===== config.mk =====
export PLATFORM = sky130hd
export DESIGN_NAME = reg_writeback_flat
export DESIGN_NICKNAME = d
export VERILOG_FILES = /design/src/rtl/reg_writeback_pkg.sv /design/src/rtl/reg_writeback_if.sv /design/src/rtl/reg_writeback_fifo.sv /design/src/rtl/reg_writeback.sv /design/src/flat_wrapper.sv
export SDC_FILE = /design/constraint.sdc
export NUM_CORES = 1
export LEC_CHECK = 0
export ABC_AREA = 1
export BUFFER_PORTS_ARGS = -buffer_cell sky130_fd_sc_hd__buf_2
export CAP_MARGIN = 40
export CORE_ASPECT_RATIO = 0.75
export CORE_UTILIZATION = 54
export CTS_CLUSTER_DIAMETER = 50
export DETAILED_ROUTE_END_ITERATION = 16
export HOLD_SLACK_MARGIN = 0.12
export PLACE_DENSITY = 0.8
export SETUP_SLACK_MARGIN = 0.1
export SLEW_MARGIN = 20
export SYNTH_ARGS = -nofsm -noshare
export SYNTH_HDL_FRONTEND = slang
export SYNTH_SLANG_ARGS = --single-unit

===== constraint.sdc =====
create_clock -name clk -period 2.7 [get_ports clk]
set_input_delay 0.27 -clock clk [delete_from_list [all_inputs] [get_ports clk]]
set_output_delay 0.27 -clock clk [all_outputs]
set_load 0.01 [all_outputs]

===== src/rtl/reg_writeback_pkg.sv =====
// Shared widths and the buffered-write record for the register-file write driver.
package reg_writeback_pkg;

  localparam int DEF_DATA_W = 16;
  localparam int DEF_SEL_W  = 4;
  localparam int DEF_DEPTH  = 2;

  typedef struct packed {
    logic [DEF_SEL_W-1:0]  sel;
    logic [DEF_DATA_W-1:0] data;
  } wb_entry_t;

endpackage


===== src/rtl/reg_writeback_if.sv =====
// Producer handshakes, regfile write port and operand-fetch pending query.
interface reg_writeback_if
  import reg_writeback_pkg::*;
#(
  parameter int DATA_W = DEF_DATA_W,
  parameter int SEL_W  = DEF_SEL_W
);

  logic              alu_valid;
  logic              alu_ready;
  logic [SEL_W-1:0]  alu_sel;
  logic [DATA_W-1:0] alu_data;
  logic              mem_valid;
  logic              mem_ready;
  logic [SEL_W-1:0]  mem_sel;
  logic [DATA_W-1:0] mem_data;
  logic [SEL_W-1:0]  reg_in_sel;
  logic [DATA_W-1:0] reg_in;
  logic              reg_in_we;
  logic [SEL_W-1:0]  query_sel0;
  logic [SEL_W-1:0]  query_sel1;
  logic              pending0;
  logic              pending1;

  modport master (
    output alu_valid, alu_sel, alu_data, mem_valid, mem_sel, mem_data,
    output query_sel0, query_sel1,
    input  alu_ready, mem_ready, reg_in_sel, reg_in, reg_in_we, pending0, pending1
  );

  modport slave (
    input  alu_valid, alu_sel, alu_data, mem_valid, mem_sel, mem_data,
    input  query_sel0, query_sel1,
    output alu_ready, mem_ready, reg_in_sel, reg_in, reg_in_we, pending0, pending1
  );

endinterface


===== src/rtl/reg_writeback_fifo.sv =====
// wb_fifo: circular buffer of load results with per-slot occupancy exposed
// so the caller can match destination registers against buffered writes.
module wb_fifo
  import reg_writeback_pkg::*;
#(
  parameter int DEPTH = DEF_DEPTH,
  localparam int PTR_W = $clog2(DEPTH),
  localparam int CNT_W = PTR_W + 1
) (
  input  logic                              clk,
  input  logic                              rst,
  input  logic                              push,
  input  logic                              pop,
  input  wb_entry_t                         push_entry,
  output wb_entry_t                         head,
  output logic                              full,
  output logic                              empty,
  output logic [CNT_W-1:0]                  count,
  output logic [DEPTH-1:0]                  ent_valid,
  output logic [DEPTH-1:0][DEF_SEL_W-1:0]   ent_sel
);

  wb_entry_t        slot_r [DEPTH];
  logic [PTR_W-1:0] rd_ptr_r;
  logic [PTR_W-1:0] wr_ptr_r;
  logic [CNT_W-1:0] count_r;
  logic [DEPTH-1:0] occ_r;
  logic [DEPTH-1:0] occ_s;
  logic             do_push_s;
  logic             do_pop_s;

  assign full      = (count_r == CNT_W'(DEPTH));
  assign empty     = (count_r == {CNT_W{1'b0}});
  assign count     = count_r;
  assign head      = slot_r[rd_ptr_r];
  assign ent_valid = occ_r;
  assign do_push_s = push && !full;
  assign do_pop_s  = pop && !empty;

  // Next occupancy per slot and slot destination view.
  always_comb begin
    occ_s   = occ_r;
    ent_sel = '0;
    for (int i = 0; i < DEPTH; i++) begin
      occ_s[i]   = (occ_r[i] && !(do_pop_s && (rd_ptr_r == PTR_W'(i))))
                 || (do_push_s && (wr_ptr_r == PTR_W'(i)));
      ent_sel[i] = slot_r[i].sel;
    end
  end

  // Slot payload storage; occupancy tracks validity, so no reset needed.
  always_ff @(posedge clk) begin
    if (do_push_s) begin
      slot_r[wr_ptr_r] <= push_entry;
    end
  end

  // Pointers, count and occupancy.
  always_ff @(posedge clk) begin
    if (rst) begin
      rd_ptr_r <= '0;
      wr_ptr_r <= '0;
      count_r  <= '0;
      occ_r    <= '0;
    end else begin
      occ_r <= occ_s;
      if (do_push_s) begin
        wr_ptr_r <= wr_ptr_r + PTR_W'(1);
      end
      if (do_pop_s) begin
        rd_ptr_r <= rd_ptr_r + PTR_W'(1);
      end
      case ({do_push_s, do_pop_s})
        2'b10:   count_r <= count_r + CNT_W'(1);
        2'b01:   count_r <= count_r - CNT_W'(1);
        default: count_r <= count_r;
      endcase
    end
  end

endmodule


===== src/rtl/reg_writeback.sv =====
// Register-file write driver: arbitrates ALU and buffered load results onto
// the single registered write port and flags registers with writes in flight.
module reg_writeback
  import reg_writeback_pkg::*;
#(
  parameter int DATA_W = DEF_DATA_W,
  parameter int SEL_W  = DEF_SEL_W,
  parameter int DEPTH  = DEF_DEPTH
) (
  input  logic          clk,
  input  logic          rst,
  reg_writeback_if.slave wb
);

  localparam int CNT_W = $clog2(DEPTH) + 1;

  wb_entry_t                        head_s;
  wb_entry_t                        push_entry_s;
  wb_entry_t                        issue_entry_s;
  logic                             full_s;
  logic                             empty_s;
  logic [CNT_W-1:0]                 count_s;
  logic [DEPTH-1:0]                 ent_valid_s;
  logic [DEPTH-1:0][DEF_SEL_W-1:0]  ent_sel_s;
  logic                             push_s;
  logic                             pop_s;
  logic                             issue_s;
  logic                             alu_ready_s;
  logic                             mem_ready_s;
  logic                             alu_fire_s;
  logic                             out_we_r;
  logic [SEL_W-1:0]                 out_sel_r;
  logic [DATA_W-1:0]                out_data_r;

  function automatic logic buffered(input logic [DEPTH-1:0] valid,
                                    input logic [DEPTH-1:0][DEF_SEL_W-1:0] sels,
                                    input logic [SEL_W-1:0] q);
    logic hit;
    hit = 1'b0;
    for (int i = 0; i < DEPTH; i++) begin
      hit = hit | (valid[i] && (sels[i] == q));
    end
    return hit;
  endfunction

  wb_fifo #(.DEPTH(DEPTH)) u_fifo (
    .clk        (clk),
    .rst        (rst),
    .push       (push_s),
    .pop        (pop_s),
    .push_entry (push_entry_s),
    .head       (head_s),
    .full       (full_s),
    .empty      (empty_s),
    .count      (count_s),
    .ent_valid  (ent_valid_s),
    .ent_sel    (ent_sel_s)
  );

  // A younger ALU write never overtakes a buffered load to the same register.
  assign mem_ready_s  = (count_s != CNT_W'(DEPTH));
  assign alu_ready_s  = !full_s && !buffered(ent_valid_s, ent_sel_s, wb.alu_sel);
  assign alu_fire_s   = wb.alu_valid && alu_ready_s;
  assign push_s       = wb.mem_valid && mem_ready_s;
  assign push_entry_s = '{sel: wb.mem_sel, data: wb.mem_data};

  // Issue arbitration: full FIFO first, then ALU, then any buffered load.
  always_comb begin
    issue_s       = 1'b0;
    pop_s         = 1'b0;
    issue_entry_s = '0;
    if (full_s) begin
      issue_s       = 1'b1;
      pop_s         = 1'b1;
      issue_entry_s = head_s;
    end else if (alu_fire_s) begin
      issue_s       = 1'b1;
      issue_entry_s = '{sel: wb.alu_sel, data: wb.alu_data};
    end else if (!empty_s) begin
      issue_s       = 1'b1;
      pop_s         = 1'b1;
      issue_entry_s = head_s;
    end else begin
      issue_s       = 1'b0;
      pop_s         = 1'b0;
    end
  end

  // Registered regfile write port.
  always_ff @(posedge clk) begin
    if (rst) begin
      out_we_r   <= 1'b0;
      out_sel_r  <= '0;
      out_data_r <= '0;
    end else begin
      out_we_r <= issue_s;
      if (issue_s) begin
        out_sel_r  <= issue_entry_s.sel;
        out_data_r <= issue_entry_s.data;
      end
    end
  end

  assign wb.alu_ready  = alu_ready_s;
  assign wb.mem_ready  = mem_ready_s;
  assign wb.reg_in_we  = out_we_r;
  assign wb.reg_in_sel = out_sel_r;
  assign wb.reg_in     = out_data_r;
  assign wb.pending0   = buffered(ent_valid_s, ent_sel_s, wb.query_sel0)
                       || (out_we_r && (out_sel_r == wb.query_sel0));
  assign wb.pending1   = buffered(ent_valid_s, ent_sel_s, wb.query_sel1)
                       || (out_we_r && (out_sel_r == wb.query_sel1));

endmodule


===== src/flat_wrapper.sv =====
// flat-port wrapper written by rule: the top's interface ports become plain ports
module reg_writeback_flat import reg_writeback_pkg::*;
#(
  parameter int DATA_W = DEF_DATA_W,
  parameter int SEL_W  = DEF_SEL_W,
  parameter int DEPTH  = DEF_DEPTH
)
  (clk, rst, wb_alu_valid, wb_alu_sel, wb_alu_data, wb_mem_valid, wb_mem_sel, wb_mem_data, wb_query_sel0, wb_query_sel1, wb_alu_ready, wb_mem_ready, wb_reg_in_sel, wb_reg_in, wb_reg_in_we, wb_pending0, wb_pending1);
  reg_writeback_if #(.DATA_W(DATA_W), .SEL_W(SEL_W)) wb_i ();
  input  logic clk;
  input  logic rst;
  input wire logic [$bits(wb_i.alu_valid)-1:0] wb_alu_valid;
  input wire logic [$bits(wb_i.alu_sel)-1:0] wb_alu_sel;
  input wire logic [$bits(wb_i.alu_data)-1:0] wb_alu_data;
  input wire logic [$bits(wb_i.mem_valid)-1:0] wb_mem_valid;
  input wire logic [$bits(wb_i.mem_sel)-1:0] wb_mem_sel;
  input wire logic [$bits(wb_i.mem_data)-1:0] wb_mem_data;
  input wire logic [$bits(wb_i.query_sel0)-1:0] wb_query_sel0;
  input wire logic [$bits(wb_i.query_sel1)-1:0] wb_query_sel1;
  output wire logic [$bits(wb_i.alu_ready)-1:0] wb_alu_ready;
  output wire logic [$bits(wb_i.mem_ready)-1:0] wb_mem_ready;
  output wire logic [$bits(wb_i.reg_in_sel)-1:0] wb_reg_in_sel;
  output wire logic [$bits(wb_i.reg_in)-1:0] wb_reg_in;
  output wire logic [$bits(wb_i.reg_in_we)-1:0] wb_reg_in_we;
  output wire logic [$bits(wb_i.pending0)-1:0] wb_pending0;
  output wire logic [$bits(wb_i.pending1)-1:0] wb_pending1;
  assign wb_i.alu_valid = wb_alu_valid;
  assign wb_i.alu_sel = wb_alu_sel;
  assign wb_i.alu_data = wb_alu_data;
  assign wb_i.mem_valid = wb_mem_valid;
  assign wb_i.mem_sel = wb_mem_sel;
  assign wb_i.mem_data = wb_mem_data;
  assign wb_i.query_sel0 = wb_query_sel0;
  assign wb_i.query_sel1 = wb_query_sel1;
  assign wb_alu_ready = wb_i.alu_ready;
  assign wb_mem_ready = wb_i.mem_ready;
  assign wb_reg_in_sel = wb_i.reg_in_sel;
  assign wb_reg_in = wb_i.reg_in;
  assign wb_reg_in_we = wb_i.reg_in_we;
  assign wb_pending0 = wb_i.pending0;
  assign wb_pending1 = wb_i.pending1;
  reg_writeback #(.DATA_W(DATA_W), .SEL_W(SEL_W), .DEPTH(DEPTH)) u_core (.clk(clk), .rst(rst), .wb(wb_i));
endmodule

Yosys cells after proc, flatten, opt, wreduce, memory -nomap -nowiden:

Memory sizes are Yosys's and may differ from the RTL's. A register that Yosys moved wholly into a read port is not among the register bits.
Cells that the tools add are included.

* input port bits: 52
* memories: 1
* output and inout port bits: 25
* flip-flop bits (word level): 27
* RAM bits: 40

Memory list
* u_core.u_fifo.slot_r: words 2, bits a word 20, read ports 3, clocked after memory_dff 1, wr ports 1, line reg_writeback_fifo.sv:23 `wb_entry_t slot_r [DEPTH];`

* reductions and logical operators: 30
* muxes and demuxes: 13
* $add $sub $neg: 4
* bitwise operators: 5
* equality and inequality tests: 12

Operators with widths (number)
* $mux W20: 3
* $eq A4 B4 Y1: 8
* $logic_and A1 B1 Y1: 19
* $mux W1: 9
* $logic_not A1 Y1: 5
* $eq A2 B2 Y1 const B: 2
* $logic_or A1 B1 Y1: 4
* $pmux W2 S2: 1
* $or A1 B1 Y1: 3
* $add A1 B1 Y1 const B: 2
* $add A2 B1 Y2 const B: 1
* $eq A2 B1 Y1 const B: 1
* $logic_not A2 Y1: 1
* $ne A2 B2 Y1 const B: 1
* $not A1 Y1: 2
* $reduce_bool A2 Y1: 1
* $sub A2 B1 Y2 const B: 1

Logic depth before layout (Yosys ltp):

* depth after elaboration: 13
* depth in mapped cells: 15
* mapped depth without buffers: 14

Cells and area by module:

Synthesis repeated with hierarchy kept, for this count alone.

* cell total of the unflattened synthesis: 477
* area total of the unflattened synthesis: 4013.8 sq um

By module, submodules not included
* reg_writeback: cells an instance 358, instances 1, seq. area each 420.4 sq um, area an instance 2059.5 sq um
* wb_fifo: cells an instance 119, instances 1, seq. area each 1341.3 sq um, area an instance 1954.4 sq um

Least setup slack after synthesis:

Ideal clock, no wire load.

* path type: register to register
* start: register u_core.u_fifo.count_r[0] (netlist: u_core.u_fifo.count[0])
* end: memory u_core.u_fifo.slot_r[1][0] in the netlist's numbering, enable pin
* clock period less this slack: 2184 ps
* buffers on the path: 1
* data arrival time: 1786 ps
* path slack: 516 ps
* cell stages (with the launch flop): 6
* setup time: 398 ps
* cells stage by stage: dfxtp_1 -> clkdlybuf4s15_2 -> nor2_4 -> inv_1 -> nand2_1 -> nor2_1

* word-level cells in the longest chain between the ends: 5
* elaborated cells between the ends (all ways): 7

RTL lines
* start: declaration: line reg_writeback_fifo.sv:26 `logic [CNT_W-1:0] count_r;`
* start signal: assignment: line reg_writeback_fifo.sv:74 `2'b10: count_r <= count_r + CNT_W'(1);`
* start signal: assignment: line reg_writeback_fifo.sv:75 `2'b01: count_r <= count_r - CNT_W'(1);`
* start signal: assignment: line reg_writeback_fifo.sv:76 `default: count_r <= count_r;`
* $ne A2 B2 Y1: line reg_writeback.sv:61 `assign mem_ready_s = (count_s != CNT_W'(DEPTH));`
* net wb_mem_ready: line flat_wrapper.sv:21 `output wire logic [$bits(wb_i.mem_ready)-1:0] wb_mem_ready;`
* $logic_and A1 B1 Y1: line reg_writeback.sv:64 `assign push_s = wb.mem_valid && mem_ready_s;`
* $logic_and A1 B1 Y1: line reg_writeback_fifo.sv:37 `assign do_push_s = push && !full;`
* $mux W1: line reg_writeback_fifo.sv:53 `if (do_push_s) begin`
* $mux W1 (implied by the code): line reg_writeback_fifo.sv:54 `slot_r[wr_ptr_r] <= push_entry;`
* end: declaration: line reg_writeback_fifo.sv:23

The timed path passes the listed nets, and every way through them passes these cells.

==> reports/metrics.yaml <==
status: "completed"
cap_violations: 0
rr_endpoint: "u_core.u_fifo.count[1]"
ys_warn_count: 0
portBuffers: 76
syn_inst: 351
critPathMaxFanout: 18
diodes: 0
io_pins: 77
cts_sinks: 68
cp_slowest_cell: "edfxtp_1"
synth_nets: 404
synth_xor_area_frac: 0.0103
fill_cells: 453
pre_cts_slack_ns: 0.767
critical_path_class: "reg -> out"
grt_pass1_vias: 2620
setup_viol: 0
yosysUniqueCellTypes: 34
synth.area.mux_share: 0.0528
hold_path_class: "in -> reg"
top_layer_used: "met4"
viasPerCell: 5.35
final_cell_area_um2: 4100
num_vias: 2809
numCtsBuffers: 9
postRouteAntennaNets: 0
cts_root_buf: "clkbuf_8"
synth_edf_count: 40
grt_usage: 0.246
most-common-layout-cells: "76 x buf_2, 51 x nand3_1, 43 x nand2_1, 43 x inv_1, 40 x edfxtp_1"
synthSimpleGateAreaFrac: 0.187
slew_viol_final: 0
worstSetupStartpointType: "flip-flop"
crit_chain: "inv_1 -> nand2_1 -> nand2_1 -> nor2_1 -> a21oi_2 -> and2_4 -> buf_2"
post_dp_cell_area_um2: 3730
grt_pass1_wl_um: 12300
cts_hold_buffers: 18
synth_area_leader_cell: "edfxtp_1"
path_buf_inv: 2
layout-drive-gt1-share: 0.313
worstHoldStart: "wb_mem_data[2]"
max_stage_delay_ns: 0.50
hpwl_um: 5340
fin_ws_ns: 0.617
synth_compound_area_frac: 0.121
m1WireLength_um: 3480
drt_pass1_iterations: 5
worst-r2r-setup-slack_ns: 0.74
drc_errors: 0
fmax_ghz: 0.480
place.gp.congestion: 0.941
overflow: 0
worstHoldEndpoint: "u_core.u_fifo.slot_r[1][2]"
cp.arrival_ns: 1.81
synthToLayoutAreaGrowth_pct: 20.0
rsz0062_at_grt: "false"
synth_fa_ha_area_frac: 0.00366
ctsResizeCount: 0
synth_seq_cells: 68
dr_wl_met2_um: 3340
synth_top_area_share: 0.352
die_x_um: 93.8
fin_nets: 495
synthTopCellsByArea: "edfxtp_1 35%, dfxtp_1 16%, nand3_1 7.5%, mux2_2 5.3%, inv_1 4.7%"
final_util: 0.689
r2r_cells: 14
final_common_cell: "buf_2"
dieArea_um2: 6650
fp.dieH_um: 70.9
drt_iter0_markers: 183
wl_per_cell_um: 14.4
slew_headroom: 0.496
endpoint_kind: "output port"
ys.flop_type: "edfxtp_1"
path_delay_family: "flip-flops"
yosysSeqAreaShare: 0.516
worst_pin_slew_ns: 0.755
syn_area_um2: 3410
finalCriticalPeriod_ns: 2.08
antenna_found_initial: 0
insertion_delay_ns: 0.35
clock-skew-final_ns: 0.00684
drt_wl_total_um: 7550
path_clk_slew_ns: 0.07
required_ns: 2.43
cp_common_cell: "nand2_1"
synth_top_family_by_area: "simple AND/OR/NAND/NOR gates"
fp.coreArea_um2: 5950
p_leak_nw: 1.76
routed-wl-met3_um: 696
rows: 24
synthArstFlopShare: 0
h-tree-depth: 3
syn_area_per_cell_um2: 9.73
fin_crit_sh: 0.771
tritoncts: "done"
power_density_nw_per_um2: 864
cts.path.max_buffers: 2
grt_max_degree: 42
postCtsSetupBuffers: 0
start_util: 0.574
hold_path_depth: 1
peakVddDrop_uv: 552
final_hold_viol_count: 0
setup_tns_ns: 0
r2r-start: "u_core.u_fifo.slot_r[1][18]"
whs_ns: 0.141
==> metrics by stage <==
step,power (mW),instances
finish,3.54,525
global route,3.78,525
CTS,3.55,525
detailed placement,2.77,491
global placement,2.74,491
floorplan,2.52,351
==> cells in the mapped netlist (3+ instances only) <==
library cell / n
nand3_2: 10
mux2_2: 16
xnor2_1: 3
a21oi_1: 23
o2111ai_1: 4
buf_2: 4
nand3_1: 51
clkbuf_8: 5
o21ai_0: 16
nand2_1: 43
a221oi_1: 5
dfxtp_1: 28
inv_2: 3
edfxtp_1: 40
buf_6: 4
o22ai_1: 7
inv_1: 43
nor2_1: 22
a21oi_2: 9
==> registers in the layout, summed over array words and instances, names as in the netlist, named ones only <==
name / count
u_core.wb.reg_in_sel: 4
u_core.u_fifo.ent_valid: 2
u_core.u_fifo.count: 2
u_core.wb.reg_in_we: 1
u_core.u_fifo.wr_ptr_r: 1
u_core.wb.reg_in: 16
u_core.u_fifo.slot_r: 40
u_core.u_fifo.rd_ptr_r: 1
==> cell type report <==
type                    instances  area [um^2]  share of cell area
flip-flops and latches         68         1760               0.430
multi-input cells             218         1280               0.313
repair buffers                 99          598               0.146
inverters                      46          173              0.0421
clock buffers                   9          124              0.0302
well taps                      78         97.6              0.0238
clock inverters                 7         60.1              0.0147
==> power breakdown <==
part / leakage, nW / switching, mW / total, mW / internal, mW
Sequential: 0.605 / 0.162 / 1.49 / 1.33
Clock: 0.0844 / 0.421 / 0.767 / 0.346
Combinational: 1.07 / 0.786 / 1.28 / 0.493
==> layer usage <==
metal | track usage | vias to the layer above
met5 | 0 | -
met1 | 0.349 | 1266
met2 | 0.371 | 139
met3 | 0.0839 | 4
li1 | - | 1400
met4 | 0.0479 | 0
==> how the worst max path moves through the flow <==
stage | from | to | slack [ns] | cells past startpoint
after CTS | u_core.u_fifo.slot_r[1][18] | wb_alu_ready | 0.63 | 7
after global routing | u_core.u_fifo.slot_r[1][18] | wb_alu_ready | 0.49 | 7
after detailed placement | u_core.u_fifo.slot_r[1][18] | u_core.u_fifo.count[1] | 0.77 | 14
after floorplan | u_core.u_fifo.count[0] | u_core.u_fifo.slot_r[1][0] | 0.52 | 5
final | u_core.u_fifo.slot_r[1][18] | wb_alu_ready | 0.62 | 7
after global placement | u_core.u_fifo.slot_r[1][18] | u_core.u_fifo.count[1] | 0.81 | 14
==> cell families after synthesis <==
logic type,after synthesis
multiplexers,16
buffers and inverters,65
AND/OR/NAND/NOR,131
adder cells (fa/ha/maj),1
XOR/XNOR,4
AO/OA/AOI/OAI,66
flip-flops,68
Power figures use the tool's default switching activity.
